## config.mk

```make
export PLATFORM = sky130hd
export DESIGN_NAME = level_sequencer
export DESIGN_NICKNAME = d
export VERILOG_FILES = /design/src/rtl/level_sequencer.sv
export SDC_FILE = /design/constraint.sdc
export NUM_CORES = 1
export LEC_CHECK = 0
export BUFFER_PORTS_ARGS = -buffer_cell sky130_fd_sc_hd__buf_4
export CELL_PAD_IN_SITES_DETAIL_PLACEMENT = 1
export CELL_PAD_IN_SITES_GLOBAL_PLACEMENT = 1
export CORE_MARGIN = 4
export CORE_UTILIZATION = 39
export CTS_CLUSTER_DIAMETER = 80
export DETAILED_ROUTE_END_ITERATION = 16
export PLACE_DENSITY = 0.78
export REMOVE_ABC_BUFFERS = 1
export SYNTH_ARGS = -nofsm -noshare
export SYNTH_HDL_FRONTEND = slang
export SYNTH_SLANG_ARGS = --single-unit
```

## constraint.sdc

```tcl
create_clock -name clk -period 2.25 [get_ports clk]
set_input_delay 0.675 -clock clk [delete_from_list [all_inputs] [get_ports clk]]
set_output_delay 0.675 -clock clk [all_outputs]
set_load 0.01 [all_outputs]
```

## src/rtl/level_sequencer.sv

```systemverilog
// Level-progression controller for the block stacker: arms, plays, wins or loses each level.
// Optional high-score register is built when BLOCKSTACKER_HISCORE_EN is defined.
module level_sequencer #(
    parameter int NUM_LEVELS   = 15,
    parameter int BASE_SPEED   = 60,
    parameter int SPEED_STEP   = 4,
    parameter int MIN_SPEED    = 8,
    parameter int START_BLOCKS = 3,
    parameter int SHRINK_EVERY = 5
) (
    input  logic        clk,
    input  logic        resetn,
    input  logic        go,
    input  logic        result_valid,
    input  logic        result_hit,
    output logic [10:0] speed_count,
    output logic [3:0]  num_blocks,
    output logic [5:0]  curr_level,
    output logic        playing,
    output logic        game_won,
    output logic        game_over,
    output logic [5:0]  best_level
);

    // state | meaning
    // WAIT  | idle between levels, waiting for a go press
    // ARM   | go pressed, waiting for release
    // PLAY  | mover running, waiting for the lander result
    // WIN   | last level cleared, game_won pulse
    // LOSE  | miss, game_over pulse
    typedef enum logic [2:0] {S_WAIT, S_ARM, S_PLAY, S_WIN, S_LOSE} state_t;

    localparam int SHW = (SHRINK_EVERY > 1) ? $clog2(SHRINK_EVERY) : 1;
    localparam logic [11:0] SAT_THRESH = 12'(MIN_SPEED + SPEED_STEP);

    if (NUM_LEVELS < 2 || NUM_LEVELS > 63)
        $error("NUM_LEVELS must be 2..63");
    if (BASE_SPEED < 1 || BASE_SPEED > 2047 || MIN_SPEED < 1 || MIN_SPEED > 2047)
        $error("BASE_SPEED/MIN_SPEED must fit 11 bits and be >= 1");
    if (SPEED_STEP < 0 || SPEED_STEP > 2047 || MIN_SPEED + SPEED_STEP > 4095)
        $error("SPEED_STEP must fit 11 bits");
    if (START_BLOCKS < 1 || START_BLOCKS > 15)
        $error("START_BLOCKS must be 1..15");
    if (SHRINK_EVERY < 1)
        $error("SHRINK_EVERY must be >= 1");

    state_t          state, state_next;
    logic [SHW-1:0]  shrink_cnt;
    logic            level_up;
    logic            win_now;
    logic [10:0]     speed_dec;

    always_ff @(posedge clk) begin
        if (resetn) state <= S_WAIT;
        else        state <= state_next;
    end

    always_comb begin
        state_next = state;
        level_up   = 1'b0;
        win_now    = 1'b0;
        case (state)
            S_WAIT: if (go) state_next = S_ARM;
            S_ARM:  if (!go) state_next = S_PLAY;
            S_PLAY: begin
                if (result_valid) begin
                    if (!result_hit) begin
                        state_next = S_LOSE;
                    end else if (curr_level == 6'(NUM_LEVELS)) begin
                        state_next = S_WIN;
                        win_now    = 1'b1;
                    end else begin
                        state_next = S_WAIT;
                        level_up   = 1'b1;
                    end
                end
            end
            S_WIN:   state_next = S_WAIT;
            S_LOSE:  state_next = S_WAIT;
            default: state_next = S_WAIT;
        endcase
    end

    // Saturating decrement: never drop below the floor, never wrap.
    always_comb begin
        if ({1'b0, speed_count} >= SAT_THRESH) speed_dec = speed_count - 11'(SPEED_STEP);
        else                                   speed_dec = 11'(MIN_SPEED);
    end

    always_ff @(posedge clk) begin
        if (resetn) begin
            curr_level  <= 6'd1;
            speed_count <= 11'(BASE_SPEED);
            num_blocks  <= 4'(START_BLOCKS);
            shrink_cnt  <= '0;
            playing     <= 1'b0;
            game_won    <= 1'b0;
            game_over   <= 1'b0;
        end else begin
            playing   <= (state_next == S_PLAY);
            game_won  <= (state_next == S_WIN);
            game_over <= (state_next == S_LOSE);
            if (state == S_WIN || state == S_LOSE) begin
                curr_level  <= 6'd1;
                speed_count <= 11'(BASE_SPEED);
                num_blocks  <= 4'(START_BLOCKS);
                shrink_cnt  <= '0;
            end else if (level_up) begin
                curr_level  <= curr_level + 6'd1;
                speed_count <= speed_dec;
                if (shrink_cnt == SHW'(SHRINK_EVERY - 1)) begin
                    shrink_cnt <= '0;
                    num_blocks <= (num_blocks > 4'd1) ? num_blocks - 4'd1 : 4'd1;
                end else begin
                    shrink_cnt <= shrink_cnt + 1'b1;
                end
            end
        end
    end

`ifdef BLOCKSTACKER_HISCORE_EN
    always_ff @(posedge clk) begin
        if (resetn)
            best_level <= 6'd0;
        else if ((level_up || win_now) && curr_level > best_level)
            best_level <= curr_level;
    end
`else
    assign best_level = 6'd0;
`endif

endmodule

```

==> impl_metrics.py <==
metrics = {
    "run_status": {
        "status": "completed",
    },
    "cells_and_area": {
        "layout_common_cells": "buf_4, dfxtp_1, nor2_1",
        "final_nets": 214,
        "layout_commonest_cell": "buf_4",
        "syn_to_final_growth_pct": 18.96,
        "antennaDiodeCount": 0,
        "layout.cells.non_filler": 249,
        "fillers": 445,
        "drive_above_1_share": 0.2139,
    },
    "floorplanning": {
        "die-area_sq_um": 4936,
        "initial_core_util": 0.4067,
        "die_y_microns": 70.26,
        "rows": 22,
        "fp.dieW_microns": 70.26,
        "core_area_sq_um": 3716,
        "io_pins": 35,
    },
    "detailed_routing": {
        "first_iter_violations": 47,
        "ant_nets": 0,
        "drc": 0,
        "wl_per_cell_microns": 14.89,
        "dr.pass1.iters": 4,
        "vias_per_cell": 5.341,
        "met3_length_microns": 126,
        "wirelength_met1_microns": 1599,
        "wl_met2_microns": 1907,
        "num_vias": 1330,
        "top_layer_used": "met4",
        "routed_wl_microns": 3707,
    },
    "worst_setup_path": {
        "required_ns": 2.43,
        "crit_type": "flop to flop",
        "slowest_delay_ns": 0.60,
        "crit_family": "compound AO/OA/AOI/OAI gates",
        "critPathBufInv": 0,
        "crit_arrival_ns": 2.07,
        "cp_slowest_cell": "a2111oi_0",
        "end_kind": "flop",
        "path_cells": "ha_1 > and3_1 > a2111oi_0 > xnor2_1 > nor2_1",
        "crit_path_max_fanout": 8,
        "cp-start-kind": "flop",
    },
    "clock_network": {
        "post-cts-setup-buffers": 0,
        "clk_latency_ns": 0.28,
        "clkTransAtPathRegs_ns": 0.10,
        "cts_tree": "yes",
        "cts_resized": 0,
        "clockBufferDepth": 2,
        "h-tree-depth": 1,
        "cts_hold_buffers": 0,
        "cts_root_buffer": "clkbuf_8",
        "cts_made_buffers": 3,
        "cts_num_sinks": 28,
    },
    "sta": {
        "report.final.hold_viol_count": 0,
        "period_share": 0.8439,
        "finalSetupViolCount": 0,
        "period_needed_ns": 1.899,
        "relSlewSlack": 0.5733,
        "rsz0062_at_grt": "false",
        "worst_pin_slew_ns": 0.6378,
        "fmax_mhz": 526.7,
        "final.setup.tns_ns": 0,
        "slew_viol_final": 0,
        "skew_ns": 0.002435,
    },
    "place": {
        "io_buffers": 26,
        "dpl.cell_count": 245,
        "routabilityCongestion": 0.7846,
        "dpl.hpwl_microns": 2802,
    },
    "global_route": {
        "grt_max_degree": 16,
        "grt_pass1_vias": 1442,
        "antenna_found_initial": 0,
        "grt_use_total": 0.1609,
        "grt_pass1_wl_microns": 6492,
        "grt_overflow": 0,
    },
    "power_and_ir_drop": {
        "peakVddDrop_mv": 0.2116,
        "p_leak_nw": 0.7336,
        "power.density_nw_per_um2": 490.1,
    },
    "yosys": {
        "synth.distinct_cells": 42,
        "synth_seq_cells": 28,
        "synth.avg_cell_area_sq_um": 8.737,
        "yosysWarningCount": 0,
        "synth_area_sq_um": 1511,
        "synthCells": 173,
        "synth_seq_area_share": 0.3709,
    },
    "run": {
        "maxCapViolCount": 0,
    },
    "worst_hold_path": {
        "worstHoldPathType": "flop to flop",
    },
}
## final cells by class
type / instances / area (sq um) / share of cell area
multi-input combinational: 131 / 867.1 / 0.4823
sequential: 28 / 560.5 / 0.3118
timing repair buffer: 30 / 225.2 / 0.1253
tap: 48 / 60.06 / 0.03340
clock buffer: 4 / 55.05 / 0.03062
inverter: 8 / 30.03 / 0.01670
## synthesized netlist by cell type
cell type  instances  area share
mux2i_1            5       0.033
clkbuf_1           3      0.0074
a211oi_1           2      0.0099
xnor2_1            4       0.023
nand2_1           15       0.037
a211oi_2           2       0.017
inv_1              8       0.020
nor3_1             6       0.020
dfxtp_1           28        0.37
nand4bb_4          1       0.018
buf_1              1      0.0025
or2_2              1      0.0041
conb_1             1      0.0025
o21bai_1           1      0.0050
a2111oi_0          2       0.012
a211o_1            2       0.012
and3_1             2      0.0083
nor3b_1            4       0.020
a211oi_4           1       0.013
nand3_1            5       0.017
and2_1             2      0.0083
o32a_1             1      0.0066
nor2b_1            4       0.017
xor2_1             2       0.012
nand4_1            4       0.017
a21oi_1            9       0.030
o2111ai_1          1      0.0058
o21ai_0            7       0.023
ha_1               7       0.058
buf_4              8       0.040
or4b_4             1      0.0091
nand3b_1           2      0.0099
o211a_1            1      0.0066
o211ai_1           1      0.0050
and4bb_2           1      0.0083
nor2_1            16       0.040
buf_2              1      0.0033
or3_1              4       0.017
nand2b_1           1      0.0041
nor4_1             4       0.017
o211ai_2           1      0.0083
and3_2             1      0.0050
## flip-flops by register name (all words and copies together), names as in the netlist
signal       cells
playing          1
num_blocks       4
shrink_cnt       3
state            3
game_over        1
speed_count      9
game_won         1
curr_level       6
## worst min-delay path, cell delays in order, from the launching register on
cell and delay (ns):
dfxtp_1 0.34, nand2_1 0.06, a21oi_1 0.06
## cells by family after synthesis
family                     synth area share
AOI/OAI and AO/OA                    0.1531
xor gates and xnor gates            0.03477
adders and majority gates           0.05794
buffers and inverters               0.07284
DFF                                  0.3709
muxes                               0.03311
other                              0.002481
and+or+nand+nor                      0.2748
## layer usage
metal  vias up  track usage
met5         -            0
met4         0      0.08085
met3         5      0.02590
met2        25       0.2827
met1       648       0.1859
li1        652            -
## where the power goes
part | switching (mW) | internal (mW) | leakage, nW
clock | 0.168 | 0.157 | 0.0288
sequential | 0.00526 | 0.499 | 0.226
combinational | 0.0322 | 0.0197 | 0.479
## worst paths after layout
path / start / end / slack [ns] / cells after the start
max: curr_level[0] / speed_count[8] / 0.35 / 5
min: shrink_cnt[1] / shrink_cnt[1] / 0.50 / 2
max reg2reg: curr_level[0] / speed_count[8] / 0.35 / 5
min reg2reg: shrink_cnt[1] / shrink_cnt[1] / 0.50 / 2
## stage by stage
stage / total power [mW] / hold slack, ns / instance area, sq um / setup slack, ns / util
floorplan: 0.5424 / 0.4530 / 1458 / 0.4724 / -
global placement: 0.5653 / 0.4612 / 1743 / 0.2757 / 0.4690
detailed placement: 0.5675 / 0.4893 / 1743 / 0.2377 / 0.4690
CTS: 0.8954 / 0.5036 / 1798 / 0.2960 / 0.4838
global route: 0.9216 / 0.5468 / 1798 / 0.1620 / 0.4838
finish: 0.8811 / 0.5022 / 1798 / 0.3513 / 0.4838
Power figures use the tool's default switching activity.
